## src/rtl/wide_mux_pipe.sv

```systemverilog
// N_IN:1 wide multiplexer built from SLICE-bit lanes, followed by a two-stage valid/ready pipeline.
// Define WIDE_MUX_PIPE_PARITY_EN to add the registered even-parity output y_par.
module wide_mux_pipe #(
   parameter  int unsigned WIDTH = 8,
   parameter  int unsigned SLICE = 2,
   parameter  int unsigned N_IN  = 4,
   localparam int unsigned SW    = $clog2(N_IN)
) (
   input  logic                  clk,
   input  logic                  rst,
   input  logic [N_IN*WIDTH-1:0] din,
   input  logic [SW-1:0]         sel,
   input  logic                  scan,
   input  logic                  in_valid,
   output logic                  in_ready,
   output logic [WIDTH-1:0]      y,
   output logic [SW-1:0]         y_chan,
   output logic                  out_valid,
   input  logic                  out_ready
`ifdef WIDE_MUX_PIPE_PARITY_EN
   ,
   output logic                  y_par
`endif
);

   localparam int unsigned LANES = WIDTH / SLICE;

   if (WIDTH % SLICE != 0) begin : g_bad_slice
      $error("wide_mux_pipe: WIDTH must be a multiple of SLICE");
   end

   if (N_IN < 2) begin : g_bad_n_in
      $error("wide_mux_pipe: N_IN must be at least 2");
   end

   logic [SW-1:0]    cnt_q;
   logic [SW-1:0]    eff_sel;
   logic [WIDTH-1:0] mux_out;

   logic             s1_valid_q;
   logic [WIDTH-1:0] s1_data_q;
   logic [SW-1:0]    s1_chan_q;

   logic             s2_valid_q;
   logic [WIDTH-1:0] s2_data_q;
   logic [SW-1:0]    s2_chan_q;

   logic             accept;
   logic             s2_load;

   // Out-of-range select values fall back to channel 0.
   always_comb begin
      if (scan) begin
         eff_sel = cnt_q;
      end else if (32'(sel) < N_IN) begin
         eff_sel = sel;
      end else begin
         eff_sel = '0;
      end
   end

   for (genvar l = 0; l < LANES; l++) begin : g_lane
      logic [SLICE-1:0] lane;

      always_comb begin
         lane = '0;
         for (int c = 0; c < N_IN; c++) begin
            if (eff_sel == SW'(c)) begin
               lane = din[c*WIDTH + l*SLICE +: SLICE];
            end
         end
      end

      assign mux_out[l*SLICE +: SLICE] = lane;
   end

   assign s2_load  = s1_valid_q && (!s2_valid_q || out_ready);
   // Held low during reset so nothing is accepted while the pipeline is being flushed.
   assign in_ready = !rst && (!s1_valid_q || s2_load);
   assign accept   = in_valid && in_ready;

   always_ff @(posedge clk or posedge rst) begin
      if (rst) begin
         s1_valid_q <= 1'b0;
         s1_data_q  <= '0;
         s1_chan_q  <= '0;
      end else if (accept) begin
         s1_valid_q <= 1'b1;
         s1_data_q  <= mux_out;
         s1_chan_q  <= eff_sel;
      end else if (s2_load) begin
         s1_valid_q <= 1'b0;
      end
   end

   always_ff @(posedge clk or posedge rst) begin
      if (rst) begin
         s2_valid_q <= 1'b0;
         s2_data_q  <= '0;
         s2_chan_q  <= '0;
      end else if (s2_load) begin
         s2_valid_q <= 1'b1;
         s2_data_q  <= s1_data_q;
         s2_chan_q  <= s1_chan_q;
      end else if (out_ready) begin
         s2_valid_q <= 1'b0;
      end
   end

   always_ff @(posedge clk or posedge rst) begin
      if (rst) begin
         cnt_q <= '0;
      end else if (accept && scan) begin
         cnt_q <= (cnt_q == SW'(N_IN - 1)) ? '0 : cnt_q + 1'b1;
      end
   end

   assign y         = s2_data_q;
   assign y_chan    = s2_chan_q;
   assign out_valid = s2_valid_q;

`ifdef WIDE_MUX_PIPE_PARITY_EN
   logic s2_par_q;

   always_ff @(posedge clk or posedge rst) begin
      if (rst) begin
         s2_par_q <= 1'b0;
      end else if (s2_load) begin
         s2_par_q <= ^s1_data_q;
      end
   end

   assign y_par = s2_par_q;
`endif

endmodule

```

## config.mk

```make
export PLATFORM = sky130hd
export DESIGN_NAME = wide_mux_pipe
export DESIGN_NICKNAME = d
export VERILOG_FILES = /design/src/rtl/wide_mux_pipe.sv
export SDC_FILE = /design/constraint.sdc
export NUM_CORES = 1
export LEC_CHECK = 0
export BUFFER_PORTS_ARGS = -buffer_cell sky130_fd_sc_hd__buf_2
export CAP_MARGIN = 20
export CORE_ASPECT_RATIO = 0.6
export CORE_MARGIN = 2
export CORE_UTILIZATION = 29
export CTS_BUF_LIST = sky130_fd_sc_hd__clkbuf_8
export DETAILED_ROUTE_END_ITERATION = 10
export PLACE_DENSITY_LB_ADDON = 0.3
export SLEW_MARGIN = 15
export SYNTH_ARGS = -nofsm -noshare
export SYNTH_HDL_FRONTEND = slang
export SYNTH_SLANG_ARGS = --single-unit
export TNS_END_PERCENT = 20
```

## constraint.sdc

```tcl
create_clock -name clk -period 1.45 [get_ports clk]
set_input_delay 0.3625 -clock clk [delete_from_list [all_inputs] [get_ports clk]]
set_output_delay 0.3625 -clock clk [all_outputs]
set_load 0.01 [all_outputs]
```

# Word level (Yosys, flattened, before mapping)
# Index checks and enable logic that the tools add are counted.
[word_totals] ff_bits=24 latch_bits=0 ram_bits=0 romBits=0 input_bits=39 output_inout_bits=12 elab_cells=46 mem_count=0
[op_classes] addsub=1 multipliers=0 div=0 order_cmp=0 eq_ne=4 n_shift=0 n_mux=22 bitwise=0 reduce_logical=12
[op_table] cell="2-bit 2-to-1 mux" n=18
[op_table] cell="2-bit == test (second input constant)" n=3
[op_table] cell="1-bit logical AND" n=4
[op_table] cell="1-bit 2-to-1 mux" n=4
[op_table] cell="2-bit nonzero test" n=2
[op_table] cell="1-bit zero test" n=3
[op_table] cell="2-bit by 1-bit adder with 2-bit output (second input constant)" n=1
[op_table] cell="2-bit by 1-bit == test with 1-bit output (second input constant)" n=1
[op_table] cell="2-bit zero test" n=1
[op_table] cell="1-bit logical OR" n=2

# Depth between registers and ports, before layout
# Gate-level depths: netlist (run 1).
[logic_depth] word_depth=7 ltp_mapped=6 depth_no_buf=4

# Least setup slack after synthesis (run 1)
# No wires, ideal clock.
[synth_timing] path_kind="input-to-reg" startpoint="input rst" endpoint="register s1_data_q[6]" setup_time_ns=0.127 arrival_ns=1.612 t_required_ns=1.323 setup_slack_ns=-0.289 path_stages=5 n_path_buf=1 path_cell_list="inv_1 -> nand3_4 -> buf_2 -> nor3_1 -> nor3_2"
[synth_via] elab_chain_cells=3
[synth_rtl] item="start, declared" line_no="10" rtl="input logic rst,"
[synth_rtl] item="1-bit zero test (no source line)"
[synth_rtl] item="1-bit logical AND" line_no="79" rtl="assign in_ready = !rst && (!s1_valid_q || s2_load);"
[synth_rtl] item="1-bit logical AND" line_no="80" rtl="assign accept = in_valid && in_ready;"
[synth_rtl] item="end signal, assigned" line_no="89" rtl="s1_data_q <= mux_out;"
[synth_rtl] item="end, declared" line_no="41" rtl="logic [WIDTH-1:0] s1_data_q;"
# No other way between the ends.
# A chain may end at the register's enable or synchronous reset.

# Worst setup path after layout (run 1)
[layout_timing] startpoint="register s2_valid_q (netlist: out_valid)" endpoint="output in_ready"
[layout_via] elab_chain_cells=5
[layout_rtl] item="start, declared" line_no="44" rtl="logic s2_valid_q;"
[layout_rtl] item="start signal, assigned" line_no="98" rtl="s2_valid_q <= 1'b0;"
[layout_rtl] item="start signal, assigned" line_no="102" rtl="s2_valid_q <= 1'b1;"
[layout_rtl] item="start signal, assigned" line_no="106" rtl="s2_valid_q <= 1'b0;"
[layout_rtl] item="1-bit zero test" line_no="77" rtl="assign s2_load = s1_valid_q && (!s2_valid_q || out_ready);"
[layout_rtl] item="1-bit logical OR" line_no="77"
[layout_rtl] item="1-bit logical AND" line_no="77"
[layout_rtl] item="1-bit logical OR" line_no="79"
[layout_rtl] item="1-bit logical AND" line_no="79"
[layout_rtl] item="end, declared" line_no="15" rtl="output logic in_ready,"
# No other way between the ends.

==> run metrics, run 1 <==
final period utilization 97.9%; largest family of logic cells by synthesized area simple AND/OR/NAND/NOR gates; crit start category flip-flop; ANT cells 0; mapped cell area 1450 µm²; first-pass GRT wire length 5990 µm; I/O Buffers 50; Synth Area in Compound Gates 9.12%; H-tree levels 1; Tot Pwr 2.63 mW; area leader, netlist dfrtp_1; Cell Int Power 1.72 mW; DRT antenna net count 0; crit-path max FO 3; mean area per synthesized cell 9.63 µm²; Die ar. 5610 µm²; die width 95.4 µm; initial drt markers 34; Post-Synth XOR/XNOR Area 0%; peak supply drop 0.861 mV; Clk pin slew, worst setup/hold paths 80 ps; Top Metal Used met3; CTS hold repair buffers 0; hold_ws 209 ps; Lkg Pwr 0.870 nW; final wirelength 3400 µm; Area Overhead vs Synth 29.4%; routability cong. 0.802; Worst Setup Path Type flip-flop to primary output; via count 1312; mux cell area share after synthesis 21.0%; sequential share of power 40.0%; Worst Max-Slew Pin Slew 449 ps; Switching Share 34.7%; number of global-route vias before repair 1318; Worst EP required 1090 ps; TritonCTS clock tree built; met3 WL 189 µm; Fin Clk Skew 1.75 ps; FP Rows 19; post-synthesis simple-gate area fraction 22.6%; share of cells above drive strength 1 35.1%; RSZ-0062 raised after global routing yes; CTS Buf Count 3; 1st-pass router iterations 4; Worst Hold Class primary input to async pin; async set or reset register ratio after synthesis 100%; crit end category primary output; max cap viols 0; Die Ht 58.8 µm; initial antenna violation count 0; # DRC 0; Nets 246; YS warnings 0; endpoints failing setup 0; fill count 506; Tmin final 1420 ps; EDFF count, synth 0; number of distinct library cells after synthesis 22; R2R cell count 5; largest net degree at the start of global routing 25; total track usage 13.5%; DR WL met2 1480 µm; GRT overflow 0; count leader, synth nor2_1; critical path data arrival time 1060 ps; Seq cells post-synth 24; most frequent cells after synthesis 28 x nor2_1, 24 x dfrtp_1, 23 x nor3_1, 17 x mux2i_1, 16 x o22ai_1; hpwl dp 2770 µm; net switching power 0.914 mW; Max transition margin 70.1%; syn nets 191; core area 4710 µm²; Fmax 705 MHz; Post-Synth Adder-Cell Area 0.861%; outcome completed; Max clock buf depth 2; Fin. Hold Viols 0; Max Slew Vio Count 0; Via density 4.90; top cells by area, synth dfrtp_1 41%, mux2i_1 12%, nor3_1 7.9%; WL met1 1730 µm; Clk Latency, worst-skew pair 260 ps; initial core utilization 30.9%; Power per Cell Area 1400 nW/µm²; Post-Syn Instances 151; Clock Power Share 17.0%; Avg WL per Cell 12.7 µm; CTS root buf clkbuf_8; sequential area share after synthesis 41.3%; Gate power share 43.0%; # IOs 51; # clock sinks 24; ys flop type dfrtp_1; top-area cell type share of the netlist area 41.3%
## final timing paths
kind,startpoint,to,slack [ps]
min in group clk,in_valid,s1_valid_q$_DFFE_PP0P_,390
setup / recovery,out_valid$_DFFE_PP0P_,in_ready,30
hold reg to reg,y[1]$_DFFE_PP0P_,y[1]$_DFFE_PP0P_,490
setup reg to reg,s1_valid_q$_DFFE_PP0P_,s1_data_q[5]$_DFFE_PP0P_,90
max in group asynchronous,rst,y[4]$_DFFE_PP0P_,1000
hold / removal,rst,s1_valid_q$_DFFE_PP0P_,210
## power by group through the flow
stage | Sequential [mW] | Combinational (mW) | Clock (mW)
2_1_floorplan | 1.12 | 0.668 | 0
3_3_place_gp | 1.07 | 1.13 | 0
3_5_place_dp | 1.08 | 1.13 | 0
4_1_cts | 1.06 | 1.13 | 0.474
5_1_grt | 1.10 | 1.27 | 0.504
6_report | 1.05 | 1.13 | 0.448
## per-layer routing
metal  up-vias  track usage [%]
met3         0             3.97
met5         -                0
met4         0            0.612
met1       631             18.0
met2        28             23.2
li1        653                -
## worst max-delay path, stage by stage (launching register included)
cell	delay, ps
dfrtp_1	390
and3b_1	190
nor2_1	80
buf_2	130
## layout make-up
type                    count  area (µm²)  area share, %
repair buffers             60         350           18.6
clock buffers               4        55.1           2.93
well taps                  63        78.8           4.19
flip-flops and latches     24         601           31.9
multi-input cells         116         790           42.0
inverters                   1        7.51          0.399
## placed cells by master, fill, tap and decap left out, drive strengths merged, types with 2 or more instances in the layout
cell type / n
buf: 60
nor2: 28
dfrtp: 24
nor3: 24
mux2i: 17
o22ai: 16
mux2: 12
nand2b: 5
nand2: 5
clkbuf: 4
and3b: 2
a31oi: 2
## state kept, by name (all words and copies together) (netlist names)
register / count
s1_data_q: 8
y: 8
cnt_q: 2
s1_chan_q: 2
y_chan: 2
out_valid: 1
s1_valid_q: 1
## kinds of logic after synthesis
logic type / count (synthesis)
AO/OA/AOI/OAI: 19
adder cells (fa/ha/maj): 1
buffers and inverters: 11
flip-flops: 24
multiplexers: 29
AND/OR/NAND/NOR: 67
## what timing repair did
action | 4_1_cts | 5_1_grt
endpoints found under the setup margin | 0 | 1
setup buffers | 0 | 2
resized for setup | 0 | 2
## stage by stage
stage	cells	instance area, µm²	setup TNS (ps)	setup WS [ps]	util, %
finish	268	1880	0	31.1	40.0
global route	268	1880	-103	-57.7	40.0
CTS	266	1860	0	3.52	39.4
detailed placement	262	1800	0	6.73	38.3
global placement	262	1800	0	7.67	38.3
floorplan	151	1460	0	2.93	-
Note: power is estimated with default switching activity, not from simulation.
==> run 2: changes to the inputs <==
Settings changed: CELL_PAD_IN_SITES_DETAIL_PLACEMENT set to 1, CELL_PAD_IN_SITES_GLOBAL_PLACEMENT set to 1.
==> run metrics, run 2 (same netlist as run 1, synthesis figures left out) <==
outcome finished, violations left; failing checks negative setup slack; Area Overhead vs Synth 31.8%; net switching power 0.967 mW (+5.8%); Die ar. 5610 µm² (unchanged); hpwl dp 3010 µm (+8.5%); RR Startpoint out_valid$_DFFE_PP0P_; Worst Setup Path Type flip-flop to primary output; peak supply drop 0.655 mV (-24%); Max clock buf depth 2 (unchanged); Critical R2R Capture s1_data_q[5]$_DFFE_PP0P_; TritonCTS clock tree built; sequential share of power 37.6% (-2.4 points); H-tree levels 1 (unchanged); first-pass GRT wire length 6690 µm (+12%); Clock Power Share 21.3% (+4.3 points); Final Non-Filler Cells 269 (+0.37%); Clk Latency, worst-skew pair 270 ps (about the same); max cap viols 0 (unchanged); crit end category primary output; dpl cells 262 (unchanged); Fmax 689 MHz (-2.3%); share of cells above drive strength 1 36.4% (+1.3 points); Switching Share 34.3% (-0.39 points); # IOs 51 (unchanged); FP Rows 19 (unchanged); Max transition margin 70.8% (+0.70 points); Worst Setup EP in_ready; Crit. Startpoint s1_valid_q$_DFFE_PP0P_; # DRC 0 (unchanged); Worst Hold Class primary input to async pin; Register Area 601 µm² (unchanged); Tmin final 1450 ps (+33.1 ps); Fin Clk Skew 11.6 ps (+9.81 ps); die width 95.4 µm (unchanged); Cell Int Power 1.85 mW (+7.7%); Via density 4.88 (-0.22%); initial drt markers 32 (-5.9%); R2R setup slack 50 ps (-40 ps); CTS Buf Count 3 (unchanged); Avg WL per Cell 14.4 µm (+13%); critical path data arrival time 1090 ps (+30 ps); core area 4710 µm² (unchanged); Lkg Pwr 0.884 nW (+1.5%); endpoints failing setup 1 (+1); number of global-route vias before repair 1373 (+4.2%); Worst EP required 1090 ps (about the same); I/O Buffers 50 (unchanged); DRT antenna net count 0 (unchanged); Power per Cell Area 1470 nW/µm² (+5.1%); final wirelength 3870 µm (+14%); final worst slack -2.03 ps (-33.1 ps); final period utilization 100% (+2.3 points); Fin. Hold Viols 0 (unchanged); hold_ws 194 ps (-15.8 ps); CTS hold repair buffers 0 (unchanged); Nets 247 (+0.41%); area of the multi-input gates 800 µm² (+1.3%); Tot Pwr 2.82 mW (+7.0%); Gate power share 41.1% (-1.9 points); via count 1314 (+0.15%); R2R cell count 5 (unchanged); ANT cells 0 (unchanged); initial core utilization 30.9% (unchanged); # clock sinks 24 (unchanged); most common cell after layout, fill and taps aside buf_2; crit start category flip-flop; most frequent cells in the layout 50 x buf_2, 28 x nor2_1, 24 x dfrtp_1, 19 x nor3_1, 17 x mux2i_1; GRT overflow 0 (unchanged); Max Slew Vio Count 0 (unchanged); Clk pin slew, worst setup/hold paths 100 ps (+20 ps); 1st-pass router iterations 4 (unchanged); CTS root buf clkbuf_8; fill count 577 (+14%); routability cong. 0.701 (-13%); RSZ-0062 raised after global routing yes; Die Ht 58.8 µm (unchanged); initial antenna violation count 0 (unchanged); largest net degree at the start of global routing 25 (unchanged); Worst Max-Slew Pin Slew 439 ps (-10.4 ps); total track usage 15.5% (+1.9 points); crit-path max FO 3 (unchanged)
[run 2: cell type report]
type                    count  area share (%)
multi-input cells         116            41.7
flip-flops and latches     24            31.4
repair buffers             61            18.7
well taps                  63            4.11
clock buffers               3            2.16
clock inverters             1            1.57
inverters                   1           0.392
[run 2: how the worst min path moves through the flow]
stage	end	cells past startpoint	start
finish	s1_valid_q$_DFFE_PP0P_	3	rst
global route	s1_valid_q$_DFFE_PP0P_	3	rst
CTS	s1_valid_q$_DFFE_PP0P_	3	rst
detailed placement	y_chan[1]$_DFFE_PP0P_	1	s1_chan_q[1]$_DFFE_PP0P_
global placement	y_chan[0]$_DFFE_PP0P_	1	y_chan[0]$_DFFE_PP0P_
floorplan	cnt_q[0]$_DFFE_PP0P_	1	rst
[run 2: worst max-delay path, stage by stage (launching register included)]
cell and delay [ps]:
dfrtp_1 420, and3b_1 190, nor2_1 80, buf_2 130
[run 2: stage by stage]
| stage | setup slack [ps] | TNS [ps] | instance area [µm²] | util [%] |
|---|---|---|---|---|
| after floorplan | 2.93 | 0 | 1460 | - |
| after global placement | -29.0 | -29.0 | 1800 | 38.3 |
| after detailed placement | -29.3 | -66.8 | 1800 | 38.3 |
| after CTS | 5.81 | 0 | 1890 | 40.1 |
| after global routing | -90.0 | -419 | 1920 | 40.7 |
| final | -2.03 | -2.03 | 1920 | 40.7 |
[run 2: power by group through the flow]
stage	logic, mW	clock network (mW)	registers [mW]
6_report	1.16	0.601	1.06
5_1_grt	1.30	0.644	1.10
4_1_cts	1.16	0.612	1.07
3_5_place_dp	1.14	0	1.08
3_3_place_gp	1.13	0	1.07
2_1_floorplan	0.668	0	1.12
[run 2: timing repair]
action	CTS	global route
gates resized for setup	0	4
cloned	0	0
endpoints found under the hold margin	0	0
pin swaps	0	1
endpoints found under the setup margin	1	8
setup buffers	2	1
[run 2: routing by layer]
layer	vias to the layer above	GRT usage [%]	part of all wire, %	routed length, µm
li1	650	-	-	-
met1	637	22.7	50	1940
met2	25	23.8	45	1750
met3	2	3.97	4.2	161
met4	0	1.84	0.26	10
met5	-	0	0	0
==> run 3: changes to the inputs <==
Settings changed: CELL_PAD_IN_SITES_DETAIL_PLACEMENT 1 to 2, CELL_PAD_IN_SITES_GLOBAL_PLACEMENT 1 to 2, CORE_UTILIZATION 29 to 30, CTS_CLUSTER_DIAMETER set to 100.
==> run metrics, run 3 (same netlist as run 1, synthesis figures left out) <==
outcome finished, violations left; failing checks negative setup slack; routability cong. 0.781 (+11%); via count 1372 (+4.4%); largest net degree at the start of global routing 25 (unchanged); crit start category flip-flop; most frequent cells in the layout 50 x buf_2, 28 x nor2_1, 24 x dfrtp_1, 21 x nor3_1, 17 x mux2i_1; Fmax 689 MHz (about the same); Avg WL per Cell 16.4 µm (+14%); CTS root buf clkbuf_8; I/O Buffers 50 (unchanged); endpoints failing setup 1 (unchanged); RSZ-0062 raised after global routing yes; area of the multi-input gates 807 µm² (+0.94%); setup_tns -0.989 ps (+1.04 ps); sequential share of power 37.4% (-0.2 points); fill count 528 (-8.5%); crit end category primary output; Area Overhead vs Synth 31.8% (unchanged); crit-path max FO 4 (+1); # IOs 51 (unchanged); peak supply drop 0.690 mV (+5.3%); die width 93.9 µm (-1.6%); final period utilization 100% (about the same); Clock Power Share 21.0% (-0.3 points); ANT cells 0 (unchanged); hold_ws 267 ps (+73.3 ps); Power per Cell Area 1490 nW/µm² (+1.1%); Gate power share 41.6% (+0.5 points); initial core utilization 31.5% (+0.64 points); initial drt markers 95 (+200%); Fin Clk Skew 6.50 ps (-5.06 ps); Worst Max-Slew Pin Slew 506 ps (+67.2 ps); first-pass GRT wire length 7220 µm (+7.9%); Max transition margin 66.3% (-4.5 points); Cell Int Power 1.85 mW (-0.21%); Register Area 601 µm² (unchanged); GRT overflow 0 (unchanged); critical path data arrival time 1090 ps (about the same); Fin. Hold Viols 0 (unchanged); Tmin final 1450 ps (-1.04 ps); Worst Hold Class primary input to async pin; initial antenna violation count 0 (unchanged); CTS hold repair buffers 0 (unchanged); Clk Latency, worst-skew pair 270 ps (about the same); final wirelength 4420 µm (+14%); max cap viols 0 (unchanged); CTS Buf Count 3 (unchanged); H-tree levels 1 (unchanged); Die ar. 5440 µm² (-3.1%); Nets 247 (unchanged); share of cells above drive strength 1 35.4% (-0.97 points); Worst EP required 1090 ps (about the same); hpwl dp 3400 µm (+13%); net switching power 1.00 mW (+3.5%); Switching Share 35.1% (+0.83 points); 1st-pass router iterations 4 (unchanged); FP Rows 19 (unchanged); core area 4610 µm² (-2.0%); Die Ht 57.9 µm (-1.6%); most common cell after layout, fill and taps aside buf_2; Max clock buf depth 2 (unchanged); Worst Setup Path Type flip-flop to primary output; # DRC 0 (unchanged); final worst slack -0.989 ps (+1.04 ps); worst slack, placed -68.4 ps (-39.1 ps); number of global-route vias before repair 1539 (+12%); Lkg Pwr 0.881 nW (-0.28%); TritonCTS clock tree built; final core occ 41.5% (+0.84 points); Max Slew Vio Count 0 (unchanged); # clock sinks 24 (unchanged); Clk pin slew, worst setup/hold paths 90 ps (about the same); Via density 5.10 (+4.4%); total track usage 17.1% (+1.6 points); DRT antenna net count 0 (unchanged)
==> run 3: power by group through the flow <==
stage                     clock network, mW  logic [mW]  registers, mW
after floorplan                           0       0.668           1.12
after global placement                    0        1.11           1.06
after detailed placement                  0        1.18           1.08
after CTS                             0.616        1.19           1.07
after global routing                  0.651        1.32           1.10
final                                 0.599        1.18           1.07
==> run 3: cell type report <==
type	count	area share, %
Multi-Input combinational cell	117	42.1
Sequential cell	24	31.4
Timing Repair Buffer	60	18.3
Tap cell	63	4.11
Clock buffer	3	2.16
Clock inverter	1	1.57
Inverter	1	0.392
==> run 3: metal layers <==
| layer | GRT usage [%] | part of all wire, % | up-vias |
|---|---|---|---|
| met5 | 0 | 0 | - |
| met4 | 4.14 | 1.2 | 0 |
| met3 | 3.77 | 3.6 | 6 |
| met2 | 31.4 | 50 | 26 |
| met1 | 20.7 | 45 | 681 |
| li1 | - | - | 659 |
==> run 3: through the flow <==
step / power (mW) / area, µm² / instances
final: 2.85 / 1920 / 269
after CTS: 2.88 / 1880 / 267
after global routing: 3.07 / 1920 / 269
after global placement: 2.17 / 1800 / 262
after detailed placement: 2.27 / 1800 / 262
after floorplan: 1.79 / 1460 / 151
==> run 3: worst max-delay path: stages, from the launching register on <==
cell and delay (ps):
dfrtp_1 420, and3b_1 190, nor2_1 80, buf_2 130
==> run 3: final timing paths <==
check | from | end | slack [ps] | depth (start not counted)
setup / recovery | out_valid$_DFFE_PP0P_ | in_ready | -1 | 3
hold / removal | rst | s1_data_q[4]$_DFFE_PP0P_ | 270 | 3
setup reg to reg | cnt_q[0]$_DFFE_PP0P_ | s1_data_q[1]$_DFFE_PP0P_ | 110 | 4
hold reg to reg | y_chan[1]$_DFFE_PP0P_ | y_chan[1]$_DFFE_PP0P_ | 500 | 1
max in group asynchronous | rst | y[0]$_DFFE_PP0P_ | 930 | 3
min in group clk | out_ready | out_valid$_DFFE_PP0P_ | 400 | 3
==> run 3: timing repair <==
item	in CTS	in global routing
pin swaps	1	1
gates cloned	0	1
resized for setup	0	3
setup buffers	1	1
endpoints found under the setup margin	1	9
